<file path="src/rtl/fetch_pkg.sv">
// ---------------------------------------------------------------------------
// fetch_pkg
// Shared types and constants for the fetch sequencer.
//   fetch_state_e    : sequencer states
//   PC_INC           : PC increment applied by the PC block when sel = 1
//   DEFAULT_TRAP_VEC : PC loaded instead of a misaligned redirect target
//   cnt_width()      : timeout counter width (at least 8 bits)
//   redirect_target(): substitutes the trap vector for misaligned targets
// ---------------------------------------------------------------------------
package fetch_pkg;

    typedef enum logic [2:0] {
        ST_IDLE  = 3'd0,
        ST_REQ   = 3'd1,
        ST_WAIT  = 3'd2,
        ST_VALID = 3'd3,
        ST_DRAIN = 3'd4,
        ST_ERR   = 3'd5
    } fetch_state_e;

    localparam logic [31:0] PC_INC           = 32'd4;
    localparam logic [31:0] DEFAULT_TRAP_VEC = 32'h0000_0010;

    function automatic int unsigned cnt_width(input int unsigned max_val);
        int unsigned w;
        w = $clog2(max_val + 32'd1);
        return (w < 32'd8) ? 32'd8 : w;
    endfunction

    function automatic logic [31:0] redirect_target(input logic [31:0] target,
                                                    input logic [31:0] trap_vec);
        return (target[1:0] != 2'b00) ? trap_vec : target;
    endfunction

endpackage

</file>
<file path="src/rtl/fetch_ctrl_if.sv">
// ---------------------------------------------------------------------------
// fetch_ctrl_if
// Instruction-memory port and decode hand-off of the fetch sequencer.
//   req_valid/req_ready/addr : imem request handshake
//   rsp_valid/rsp_data       : imem read data (single-cycle pulse)
//   instr_valid/instr/instr_pc/instr_ready : buffered instruction to decode
// master = fetch sequencer side, slave = memory/decode side.
// ---------------------------------------------------------------------------
interface fetch_ctrl_if;
    logic        req_valid;
    logic        req_ready;
    logic [31:0] addr;
    logic        rsp_valid;
    logic [31:0] rsp_data;
    logic        instr_valid;
    logic [31:0] instr;
    logic [31:0] instr_pc;
    logic        instr_ready;

    modport master (
        output req_valid, addr, instr_valid, instr, instr_pc,
        input  req_ready, rsp_valid, rsp_data, instr_ready
    );

    modport slave (
        input  req_valid, addr, instr_valid, instr, instr_pc,
        output req_ready, rsp_valid, rsp_data, instr_ready
    );
endinterface

</file>
<file path="src/rtl/fetch_timeout.sv">
// ---------------------------------------------------------------------------
// fetch_timeout
// Loadable down-counter that flags an imem response that never arrives.
//   i_clk, i_rst : clock, async active-low reset
//   i_load       : reload with MAX_CYC (held while not waiting)
//   i_en         : count down (while waiting)
//   o_expire     : counter reached zero while enabled; never set if MAX_CYC = 0
// ---------------------------------------------------------------------------
module fetch_timeout
    import fetch_pkg::*;
#(
    parameter int unsigned MAX_CYC = 32'd255
) (
    input  logic i_clk,
    input  logic i_rst,
    input  logic i_load,
    input  logic i_en,
    output logic o_expire
);
    localparam int unsigned     CW       = cnt_width(MAX_CYC);
    localparam logic [CW-1:0]   LOAD_VAL = CW'(MAX_CYC);
    localparam logic [CW-1:0]   CNT_ZERO = {CW{1'b0}};
    localparam logic [CW-1:0]   CNT_ONE  = CW'(32'd1);
    localparam logic            ENABLED  = (MAX_CYC != 32'd0);

    logic [CW-1:0] r_cnt;

    // Counter: reloaded outside WAIT so every entry to WAIT starts a fresh window.
    always_ff @(posedge i_clk or negedge i_rst) begin
        if (!i_rst) begin
            r_cnt <= LOAD_VAL;
        end else if (i_load) begin
            r_cnt <= LOAD_VAL;
        end else if (i_en && (r_cnt != CNT_ZERO)) begin
            r_cnt <= r_cnt - CNT_ONE;
        end else begin
            r_cnt <= r_cnt;
        end
    end

    // Window of MAX_CYC+1 WAIT cycles ends on the cycle the count sits at zero.
    assign o_expire = ENABLED & i_en & (r_cnt == CNT_ZERO);
endmodule

</file>
<file path="src/rtl/fetch_ctrl.sv">
// ---------------------------------------------------------------------------
// fetch_ctrl
// Multicycle fetch sequencer: one imem request per instruction, buffers the
// returned word for decode, steers the external PC block, handles redirects,
// misaligned targets and imem timeouts.
//   i_clk, i_rst       : clock, async active-low reset
//   i_pc               : current PC from the PC block
//   o_pc_sel/o_pc_next : PC block control (1 = pc+4, 0 = load o_pc_next)
//   io_fetch           : imem request/response and decode hand-off
//   i_redirect_valid/i_redirect_pc : branch/jump redirect
//   o_misalign         : one-cycle pulse after a misaligned redirect
//   o_fetch_err        : sticky imem timeout flag
// ---------------------------------------------------------------------------
module fetch_ctrl
    import fetch_pkg::*;
#(
    parameter logic [31:0] TRAP_VEC    = DEFAULT_TRAP_VEC,
    parameter int unsigned TIMEOUT_CYC = 32'd255
) (
    input  logic               i_clk,
    input  logic               i_rst,
    input  logic [31:0]        i_pc,
    output logic               o_pc_sel,
    output logic [31:0]        o_pc_next,
    fetch_ctrl_if.master       io_fetch,
    input  logic               i_redirect_valid,
    input  logic [31:0]        i_redirect_pc,
    output logic               o_misalign,
    output logic               o_fetch_err
);
    fetch_state_e r_state;
    logic         r_req_valid;
    logic         r_instr_valid;
    logic         r_misalign;
    logic         r_fetch_err;
    logic         r_stale;      // redirect seen while a request was still pending
    logic [31:0]  r_addr;
    logic [31:0]  r_instr;
    logic [31:0]  r_instr_pc;

    logic         w_redir;
    logic         w_misaligned;
    logic         w_hs;
    logic         w_rsp;
    logic         w_accept;
    logic         w_expire;
    logic [31:0]  w_next_pc;

    // A redirect in ERR is ignored entirely; otherwise it overrides all events.
    assign w_redir      = i_redirect_valid & (r_state != ST_ERR);
    assign w_misaligned = (i_redirect_pc[1:0] != 2'b00);
    // PC the block holds after this edge when not incrementing; it is also the
    // address of the next fetch whenever a fetch is (re)started.
    assign w_next_pc    = w_redir ? redirect_target(i_redirect_pc, TRAP_VEC) : i_pc;
    assign w_hs         = r_req_valid & io_fetch.req_ready;
    assign w_rsp        = io_fetch.rsp_valid;
    assign w_accept     = (r_state == ST_WAIT) & w_rsp & ~w_redir;

    assign o_pc_sel  = w_accept;
    assign o_pc_next = w_next_pc;

    fetch_timeout #(
        .MAX_CYC (TIMEOUT_CYC)
    ) u_timeout (
        .i_clk    (i_clk),
        .i_rst    (i_rst),
        .i_load   (r_state != ST_WAIT),
        .i_en     (r_state == ST_WAIT),
        .o_expire (w_expire)
    );

    // Sequencer state and all registered outputs.
    always_ff @(posedge i_clk or negedge i_rst) begin
        if (!i_rst) begin
            r_state       <= ST_IDLE;
            r_req_valid   <= 1'b0;
            r_instr_valid <= 1'b0;
            r_misalign    <= 1'b0;
            r_fetch_err   <= 1'b0;
            r_stale       <= 1'b0;
            r_addr        <= 32'd0;
            r_instr       <= 32'd0;
            r_instr_pc    <= 32'd0;
        end else begin
            r_misalign <= w_redir & w_misaligned;
            case (r_state)
                ST_IDLE: begin
                    // A redirect here only updates the PC; the fetch starts a cycle later.
                    if (!w_redir) begin
                        r_state     <= ST_REQ;
                        r_req_valid <= 1'b1;
                        r_addr      <= i_pc;
                    end
                end
                ST_REQ: begin
                    // The request cannot be withdrawn, so a redirect only marks it stale.
                    if (w_hs) begin
                        r_req_valid <= 1'b0;
                        r_stale     <= 1'b0;
                        r_state     <= (w_redir || r_stale) ? ST_DRAIN : ST_WAIT;
                    end else if (w_redir) begin
                        r_stale <= 1'b1;
                    end
                end
                ST_WAIT: begin
                    if (w_redir) begin
                        if (w_rsp) begin
                            // Response dropped; refetch at the new target right away.
                            r_state     <= ST_REQ;
                            r_req_valid <= 1'b1;
                            r_addr      <= w_next_pc;
                        end else begin
                            r_state <= ST_DRAIN;
                        end
                    end else if (w_rsp) begin
                        r_instr       <= io_fetch.rsp_data;
                        r_instr_pc    <= r_addr;
                        r_instr_valid <= 1'b1;
                        r_state       <= ST_VALID;
                    end else if (w_expire) begin
                        r_fetch_err <= 1'b1;
                        r_state     <= ST_ERR;
                    end
                end
                ST_VALID: begin
                    if (w_redir || io_fetch.instr_ready) begin
                        r_instr_valid <= 1'b0;
                        r_req_valid   <= 1'b1;
                        r_addr        <= w_next_pc;
                        r_state       <= ST_REQ;
                    end
                end
                ST_DRAIN: begin
                    // Stale response discarded; a coincident redirect picks the address.
                    if (w_rsp) begin
                        r_req_valid <= 1'b1;
                        r_addr      <= w_next_pc;
                        r_state     <= ST_REQ;
                    end
                end
                ST_ERR: begin
                    r_req_valid   <= 1'b0;
                    r_instr_valid <= 1'b0;
                    r_fetch_err   <= 1'b1;
                end
                default: begin
                    r_state       <= ST_IDLE;
                    r_req_valid   <= 1'b0;
                    r_instr_valid <= 1'b0;
                    r_stale       <= 1'b0;
                end
            endcase
        end
    end

    assign io_fetch.req_valid   = r_req_valid;
    assign io_fetch.addr        = r_addr;
    assign io_fetch.instr_valid = r_instr_valid;
    assign io_fetch.instr       = r_instr;
    assign io_fetch.instr_pc    = r_instr_pc;
    assign o_misalign           = r_misalign;
    assign o_fetch_err          = r_fetch_err;
endmodule

</file>
<file path="src/flat_wrapper.sv">
// flat-port wrapper written by rule: the top's interface ports become plain ports
module fetch_ctrl_flat import fetch_pkg::*;
#(
    parameter logic [31:0] TRAP_VEC    = DEFAULT_TRAP_VEC,
    parameter int unsigned TIMEOUT_CYC = 32'd255
)
  (i_clk, i_rst, i_pc, o_pc_sel, o_pc_next, i_redirect_valid, i_redirect_pc, o_misalign, o_fetch_err, io_fetch_req_valid, io_fetch_addr, io_fetch_instr_valid, io_fetch_instr, io_fetch_instr_pc, io_fetch_req_ready, io_fetch_rsp_valid, io_fetch_rsp_data, io_fetch_instr_ready);
  fetch_ctrl_if io_fetch_i ();
  input  logic i_clk;
  input  logic i_rst;
  input  logic [31:0] i_pc;
  output logic o_pc_sel;
  output logic [31:0] o_pc_next;
  input  logic i_redirect_valid;
  input  logic [31:0] i_redirect_pc;
  output logic o_misalign;
  output logic o_fetch_err;
  output wire logic [$bits(io_fetch_i.req_valid)-1:0] io_fetch_req_valid;
  output wire logic [$bits(io_fetch_i.addr)-1:0] io_fetch_addr;
  output wire logic [$bits(io_fetch_i.instr_valid)-1:0] io_fetch_instr_valid;
  output wire logic [$bits(io_fetch_i.instr)-1:0] io_fetch_instr;
  output wire logic [$bits(io_fetch_i.instr_pc)-1:0] io_fetch_instr_pc;
  input wire logic [$bits(io_fetch_i.req_ready)-1:0] io_fetch_req_ready;
  input wire logic [$bits(io_fetch_i.rsp_valid)-1:0] io_fetch_rsp_valid;
  input wire logic [$bits(io_fetch_i.rsp_data)-1:0] io_fetch_rsp_data;
  input wire logic [$bits(io_fetch_i.instr_ready)-1:0] io_fetch_instr_ready;
  assign io_fetch_req_valid = io_fetch_i.req_valid;
  assign io_fetch_addr = io_fetch_i.addr;
  assign io_fetch_instr_valid = io_fetch_i.instr_valid;
  assign io_fetch_instr = io_fetch_i.instr;
  assign io_fetch_instr_pc = io_fetch_i.instr_pc;
  assign io_fetch_i.req_ready = io_fetch_req_ready;
  assign io_fetch_i.rsp_valid = io_fetch_rsp_valid;
  assign io_fetch_i.rsp_data = io_fetch_rsp_data;
  assign io_fetch_i.instr_ready = io_fetch_instr_ready;
  fetch_ctrl #(.TRAP_VEC(TRAP_VEC), .TIMEOUT_CYC(TIMEOUT_CYC)) u_core (.i_clk(i_clk), .i_rst(i_rst), .i_pc(i_pc), .o_pc_sel(o_pc_sel), .o_pc_next(o_pc_next), .io_fetch(io_fetch_i), .i_redirect_valid(i_redirect_valid), .i_redirect_pc(i_redirect_pc), .o_misalign(o_misalign), .o_fetch_err(o_fetch_err));
endmodule
</file>
<file path="config.mk">
export PLATFORM = sky130hd
export DESIGN_NAME = fetch_ctrl_flat
export DESIGN_NICKNAME = d
export VERILOG_FILES = /design/src/rtl/fetch_pkg.sv /design/src/rtl/fetch_ctrl_if.sv /design/src/rtl/fetch_timeout.sv /design/src/rtl/fetch_ctrl.sv /design/src/flat_wrapper.sv
export SDC_FILE = /design/constraint.sdc
export NUM_CORES = 1
export LEC_CHECK = 0
export ABC_AREA = 1
export BUFFER_PORTS_ARGS = -buffer_cell sky130_fd_sc_hd__buf_4
export CELL_PAD_IN_SITES_DETAIL_PLACEMENT = 0
export CELL_PAD_IN_SITES_GLOBAL_PLACEMENT = 1
export CORE_AREA = 4 4 120 145
export CTS_CLUSTER_DIAMETER = 30
export DETAILED_ROUTE_END_ITERATION = 6
export DIE_AREA = 0 0 124 149
export GPL_TIMING_DRIVEN = 0
export PLACE_DENSITY_LB_ADDON = 0.1
export SLEW_MARGIN = 20
export SYNTH_ARGS = -nofsm -noshare
export SYNTH_HDL_FRONTEND = slang
export SYNTH_SLANG_ARGS = --single-unit
</file>
<file path="constraint.sdc">
create_clock -name i_clk -period 4.4 [get_ports i_clk]
set_input_delay 0.88 -clock i_clk [delete_from_list [all_inputs] [get_ports i_clk]]
set_output_delay 0.88 -clock i_clk [all_outputs]
set_load 0.005 [all_outputs]
</file>
==> flow_summary.toml, run 1 <==
[clocking]
ctsResizeCount = 0
clockBufferDepth = 2
cts-buffers-inserted = 9
clock_sinks = 112
clk_pin_slew_ns = 0.07
htreeDepth = 3
clk_latency_ns = 0.36
cts-root-buf = "clkbuf_16"
cts_hold_buffers = 0
post_cts_buffers = 0
cts_tree = "done"

[floorplanning]
rows = 51
coreArea_sq_um = 16000
dieWidth_microns = 124
die_h_microns = 149
die_area_sq_um = 18500
design.portCount = 235
initial_core_util = 0.355

[global_route]
grt_max_degree = 77
grt_pass1_wl_microns = 29600
grt_pass1_vias = 5466
gr-total-overflow = 0
grtUsageTotal = 0.207
antenna_found_initial = 0

[logic_synthesis]
synth.yosys.seq_area_share = 0.495
yosys.area_share.adder = 0.00440
synth_cells = 777
synth_area_sq_um = 5690
syn_area_per_cell_sq_um = 7.32
synth_top_family_by_area = "simple AND/OR/NAND/NOR gates"
ys_warn_count = 0
synth_compound_area_frac = 0.0359
ys_ff_latch = 112
ys_types = 33
synthXorXnorAreaFrac = 0
syn_nets = 881
synth_simple_gate_area_frac = 0.393
muxShareOfSynthArea = 0

[sta]
worstMarginPinSlew_ns = 0.758
fin_tns_setup_ns = 0
period_minus_slack_ns = 3.52
hold_violations = 0
setup_viol = 0
relSlewSlack = 0.493
max_freq_mhz = 284
rsz0062_at_grt = "no"
slew_viol_final = 0
final.period_utilization = 0.801
fin_skew_ns = 0.00907
hold_ws_ns = 0.426

[final_layout]
finalInstanceArea_sq_um = 8030
areaGrowthSynthToFinish_pct = 41.1
drive_gt1_frac = 0.323
nNetsFinal = 1127
antenna_cells = 0

[setup_path]
rrSetupSlack_ns = 2.65
critPathLaunchType = "input pin"
required_ns = 3.52
crit_fanout = 10
critPathArrivalTime_ns = 2.64
critical_path_class = "in -> out"
cp-end-kind = "output pin"

[detailed_routing]
post_drt_wl_per_cell_microns = 15.3
vias = 5545
final_antenna_net_count = 0
finalWirelength_microns = 19000
drc = 0
dr.pass1.iters = 4
first_iter_violations = 287
vias_per_cell = 4.47

[outcome]
status = "finished, final reports clean"

[power_and_ir_drop]
vdd_drop_max_uv = 266
leakagePower_nw = 4.65
power.density_nw_per_um2 = 622

[placement]
placed_cell_area_sq_um = 7740
place_congestion = 0.808
dp.final_hpwl_microns = 14300
io_buffers = 234

[hold_path]
hold_class = "in -> async"

[flow_run]
cap_violations = 0
[synth_stat cells (all sizes together)]
library cell    n  area share
clkbuf          5      0.0040
nand3          10       0.012
dfrtp         104        0.46
nor3            3      0.0026
or2             1      0.0011
o21a            2      0.0026
nand4           7      0.0077
o21ai          21       0.018
o211ai          2      0.0026
nor3b           1      0.0013
a31oi           4      0.0044
inv            44       0.030
nand2         484        0.33
dfstp           8       0.037
buf            29       0.038
a21oi           7      0.0062
nor2           42       0.034
a31o            1      0.0015
ha              2      0.0044
[area by class of cell]
cell class	instances	area (sq um)
sequential	112	2810
clock inverter	5	41.3
clock buffer	11	243
fill	1697	7990
buffer	34	239
tap	212	265
multi-input combinational	587	2470
inverter	44	170
timing repair buffer	235	1790
[logic make-up after synthesis]
kind of cell	Yosys count
AOI/OAI and AO/OA	37
adders and majority gates	2
buffers and inverters	78
DFF	112
and+or+nand+nor	548
[registers in the layout, indices dropped and copies added (netlist names)]
register                     count
u_core.io_fetch.addr            32
u_core.io_fetch.req_valid        1
u_core.r_stale                   1
u_core.r_state                   3
u_core.u_timeout.r_cnt           8
u_core.o_misalign                1
u_core.io_fetch.instr           32
u_core.io_fetch.instr_valid      1
u_core.o_fetch_err               1
u_core.io_fetch.instr_pc        32
[metrics by stage]
step,cells,power [mW],worst slack [ns],utilization
6_report,1240,4.99,0.877,0.501
3_5_place_dp,1224,4.26,0.835,0.483
4_1_cts,1240,5.08,0.826,0.501
5_1_grt,1240,5.43,0.697,0.501
2_1_floorplan,777,3.03,1.76,-
3_3_place_gp,1223,4.23,0.806,0.481
[worst max-delay path, cell delays in order]
cell	delay, ns
buf_4	0.11
nor2_1	0.59
inv_1	0.27
clkbuf_1	0.32
nor2_1	0.19
nand2_1	0.07
nand2_1	0.11
buf_4	0.11
[worst paths after layout]
check,startpoint,to,cells after the start
setup reg to reg,u_core.r_state[0],u_core.io_fetch.addr[11],9
min in group i_clk,u_core.io_fetch.instr_pc[30],u_core.io_fetch.instr_pc[30],2
max in group asynchronous,i_rst,u_core.io_fetch.addr[19],2
setup / recovery,i_redirect_pc[1],o_pc_next[22],8
hold reg to reg,u_core.io_fetch.instr_pc[30],u_core.io_fetch.instr_pc[30],2
hold / removal,i_rst,u_core.io_fetch.req_valid,1
[placed cells by master, fill, tap and decap left out, drive strengths merged]
cell type,count
a31o,1
nor2,42
clkinvlp,1
a21oi,7
dfstp,8
nor3b,1
nand4,7
o21a,2
dfrtp,104
ha,2
clkbuf,16
nand2,484
nand3,10
a31oi,4
inv,45
buf,264
o211ai,2
or2,1
nor3,3
clkinv,3
o21ai,21
[metal layers]
| layer | track usage | wire length (microns) | vias to the layer above |
|---|---|---|---|
| met4 | 0.0542 | 269 | 0 |
| met3 | 0.0577 | 1730 | 16 |
| met1 | 0.260 | 7860 | 2495 |
| li1 | - | - | 2857 |
| met2 | 0.349 | 9140 | 177 |
| met5 | 0 | 0 | - |
[power breakdown]
group          switching [mW]  total [mW]  internal [mW]  leakage (nW)
Clock                   0.390       0.796          0.406         0.138
Combinational            1.31        2.45           1.14          3.10
Sequential              0.288        1.74           1.46          1.42
(Power assumes the default switching activity.)
==> run 2: changes to the inputs <==
--- a/config.mk
+++ b/config.mk
@@ -5,14 +5,14 @@
 export SDC_FILE = /design/constraint.sdc
 export NUM_CORES = 1
 export LEC_CHECK = 0
-export ABC_AREA = 1
+export ABC_AREA = 0
 export BUFFER_PORTS_ARGS = -buffer_cell sky130_fd_sc_hd__buf_4
 export CELL_PAD_IN_SITES_DETAIL_PLACEMENT = 0
 export CELL_PAD_IN_SITES_GLOBAL_PLACEMENT = 1
-export CORE_AREA = 4 4 120 145
+export CORE_AREA = 4 4 125 150
 export CTS_CLUSTER_DIAMETER = 30
 export DETAILED_ROUTE_END_ITERATION = 6
-export DIE_AREA = 0 0 124 149
+export DIE_AREA = 0 0 129 154
 export GPL_TIMING_DRIVEN = 0
 export PLACE_DENSITY_LB_ADDON = 0.1
 export SLEW_MARGIN = 20
==> constraint.sdc (replaced) <==
create_clock -name i_clk -period 3 [get_ports i_clk]
set_input_delay 0.6 -clock i_clk [delete_from_list [all_inputs] [get_ports i_clk]]
set_output_delay 0.6 -clock i_clk [all_outputs]
set_load 0.005 [all_outputs]
==> flow_summary.toml, run 2 <==
[outcome]
status = "finished, final reports clean"

[sta]
rsz0062_at_grt = "no"
fin_tns_setup_ns = 0
final.period_utilization = 0.936
max_freq_mhz = 356
relSlewSlack = 0.466
slew_viol_final = 0
hold_violations = 0
period_minus_slack_ns = 2.81
worstMarginPinSlew_ns = 0.794
setup_viol = 0
fin_skew_ns = 0.00979
timing.final.ws_setup_ns = 0.191
hold_ws_ns = 0.136

[detailed_routing]
post_drt_wl_per_cell_microns = 17.2
final_antenna_net_count = 0
finalWirelength_microns = 16400
first_iter_violations = 156
drc = 0
vias_per_cell = 4.71
dr.pass1.iters = 5
vias = 4507

[logic_synthesis]
ys.flop_type = "dfrtp_1"
synth_area_sq_um = 5610
synth_top_area_frac = 0.464
syn_nets = 591
synth_area_leaders = "dfrtp_1 46%, mux2_4 10%, mux2_2 10%"
synth_simple_gate_area_frac = 0.0953
synth_common_cells = "104 x dfrtp_1, 71 x nand2_1, 50 x mux2_2"
synth.yosys.seq_area_share = 0.502
synth_compound_area_frac = 0.0701
ys_warn_count = 0
muxShareOfSynthArea = 0.271
yosys.area_share.adder = 0.00446
synth_top_cell_by_area = "dfrtp_1"
yosysMostFrequentCell = "dfrtp_1"
synth_top_family_by_area = "multiplexers"
syn_area_per_cell_sq_um = 11.5
ys_ff_latch = 112
ys_types = 49
synth_cells = 487
synth_edf_count = 0
synthXorXnorAreaFrac = 0.00312
async_flop_share = 1.00

[clocking]
clockBufferDepth = 2
cts_tree = "done"
htreeDepth = 3
cts_hold_buffers = 0
clock_sinks = 112
post_cts_buffers = 0
cts-buffers-inserted = 9
clk_latency_ns = 0.35
cts-root-buf = "clkbuf_16"
clk_pin_slew_ns = 0.08

[global_route]
grt_pass1_vias = 4747
grt_max_degree = 76
grt_pass1_wl_microns = 25600
gr-total-overflow = 0
grtUsageTotal = 0.162
antenna_found_initial = 0

[setup_path]
required_ns = 2.40
crit_fanout = 10
critPathArrivalTime_ns = 2.21
critPathLaunchType = "flop"
cp-end-kind = "output pin"
critical_path_class = "reg -> out"

[power_and_ir_drop]
power.density_nw_per_um2 = 830
p_switching_mw = 2.16
p_int_mw = 4.43
combPwrFrac = 0.454
power_frac_clock = 0.173
p_total_mw = 6.59
seqPwrFrac = 0.373
vdd_drop_max_uv = 352
sw_frac_of_total = 0.328
leakagePower_nw = 4.25

[final_layout]
nNetsFinal = 836
layout_commonest_cell = "buf_4"
areaGrowthSynthToFinish_pct = 41.5
finalInstanceArea_sq_um = 7940
antenna_cells = 0
drive_gt1_frac = 0.494
layout_common_cells = "232 x buf_4, 104 x dfrtp_1, 71 x nand2_1"

[floorplanning]
die_h_microns = 154
initial_core_util = 0.323
coreArea_sq_um = 17400
rows = 53
design.portCount = 235
die_area_sq_um = 19900
dieWidth_microns = 129

[hold_path]
hold_class = "in -> async"

[placement]
placed_cell_area_sq_um = 7660
dp_slack_ns = 0.370
io_buffers = 233
place_congestion = 0.817
dp.final_hpwl_microns = 12700

[flow_run]
cap_violations = 0
==> run 2: kinds of logic (layout without fill, tap and decap cells) <==
group / count (synthesis) / in the layout
multiplexers: 126 / 126
AND/OR/NAND/NOR: 115 / 115
flip-flops: 112 / 112
buffers and inverters: 66 / 316
AO/OA/AOI/OAI: 64 / 64
adder cells (fa/ha/maj): 2 / 2
XOR/XNOR: 2 / 2
==> run 2: critical path, stage by stage (launching register included) <==
cell	delay, ns
dfrtp_1	0.33
clkbuf_1	0.26
nand3b_1	0.13
nand2_1	0.31
clkbuf_1	0.46
nand2_1	0.09
o21ai_0	0.11
buf_4	0.15
==> run 2: metrics by stage <==
| stage | instances | utilization |
|---|---|---|
| after detailed placement | 941 | 0.441 |
| after global routing | 957 | 0.457 |
| after global placement | 940 | 0.439 |
| final | 957 | 0.457 |
| after CTS | 957 | 0.457 |
| after floorplan | 487 | - |
==> run 2: final timing paths <==
check	startpoint	end	slack (ns)	cells past startpoint
hold reg to reg	u_core.o_fetch_err	u_core.o_fetch_err	0.50	2
setup / recovery	u_core.r_state[0]	o_pc_next[12]	0.19	7
max in group asynchronous	i_rst	u_core.u_timeout.r_cnt[6]	2.14	2
min in group i_clk	io_fetch_rsp_data[19]	u_core.io_fetch.instr[19]	0.48	2
hold / removal	i_rst	u_core.r_stale	0.14	1
setup reg to reg	u_core.r_state[0]	u_core.io_fetch.addr[12]	0.85	6
==> run 2: layer usage <==
layer / wire length, microns / track usage / up-vias / part of all wire
met1: 7010 / 0.205 / 2175 / 0.43
met4: 189 / 0.0435 / 0 / 0.012
met2: 7760 / 0.266 / 161 / 0.47
met3: 1470 / 0.0539 / 13 / 0.089
li1: - / - / 2158 / -
met5: 0 / 0 / - / 0
==> run 2: timing repair <==
item,in CTS,in global routing
resized for setup,0,1
hold endpoints to repair,0,0
setup endpoints to repair,0,1
==> run 2: layout make-up <==
type                            count  area [sq um]
Sequential cell                   112          2810
Clock inverter                      6          43.8
Inverter                           37           139
Fill cell                        1694          9440
Clock buffer                       10           229
Buffer                             29           165
Multi-Input combinational cell    309          2490
Tap cell                          220           275
Timing Repair Buffer              234          1780
==> run 2: power groups by stage <==
stage,clock network [mW],logic (mW),registers (mW)
CTS,1.18,3.06,2.46
global route,1.24,3.28,2.54
floorplan,0,1.49,2.46
finish,1.14,2.99,2.46
detailed placement,0,3.05,2.49
global placement,0,3.04,2.45
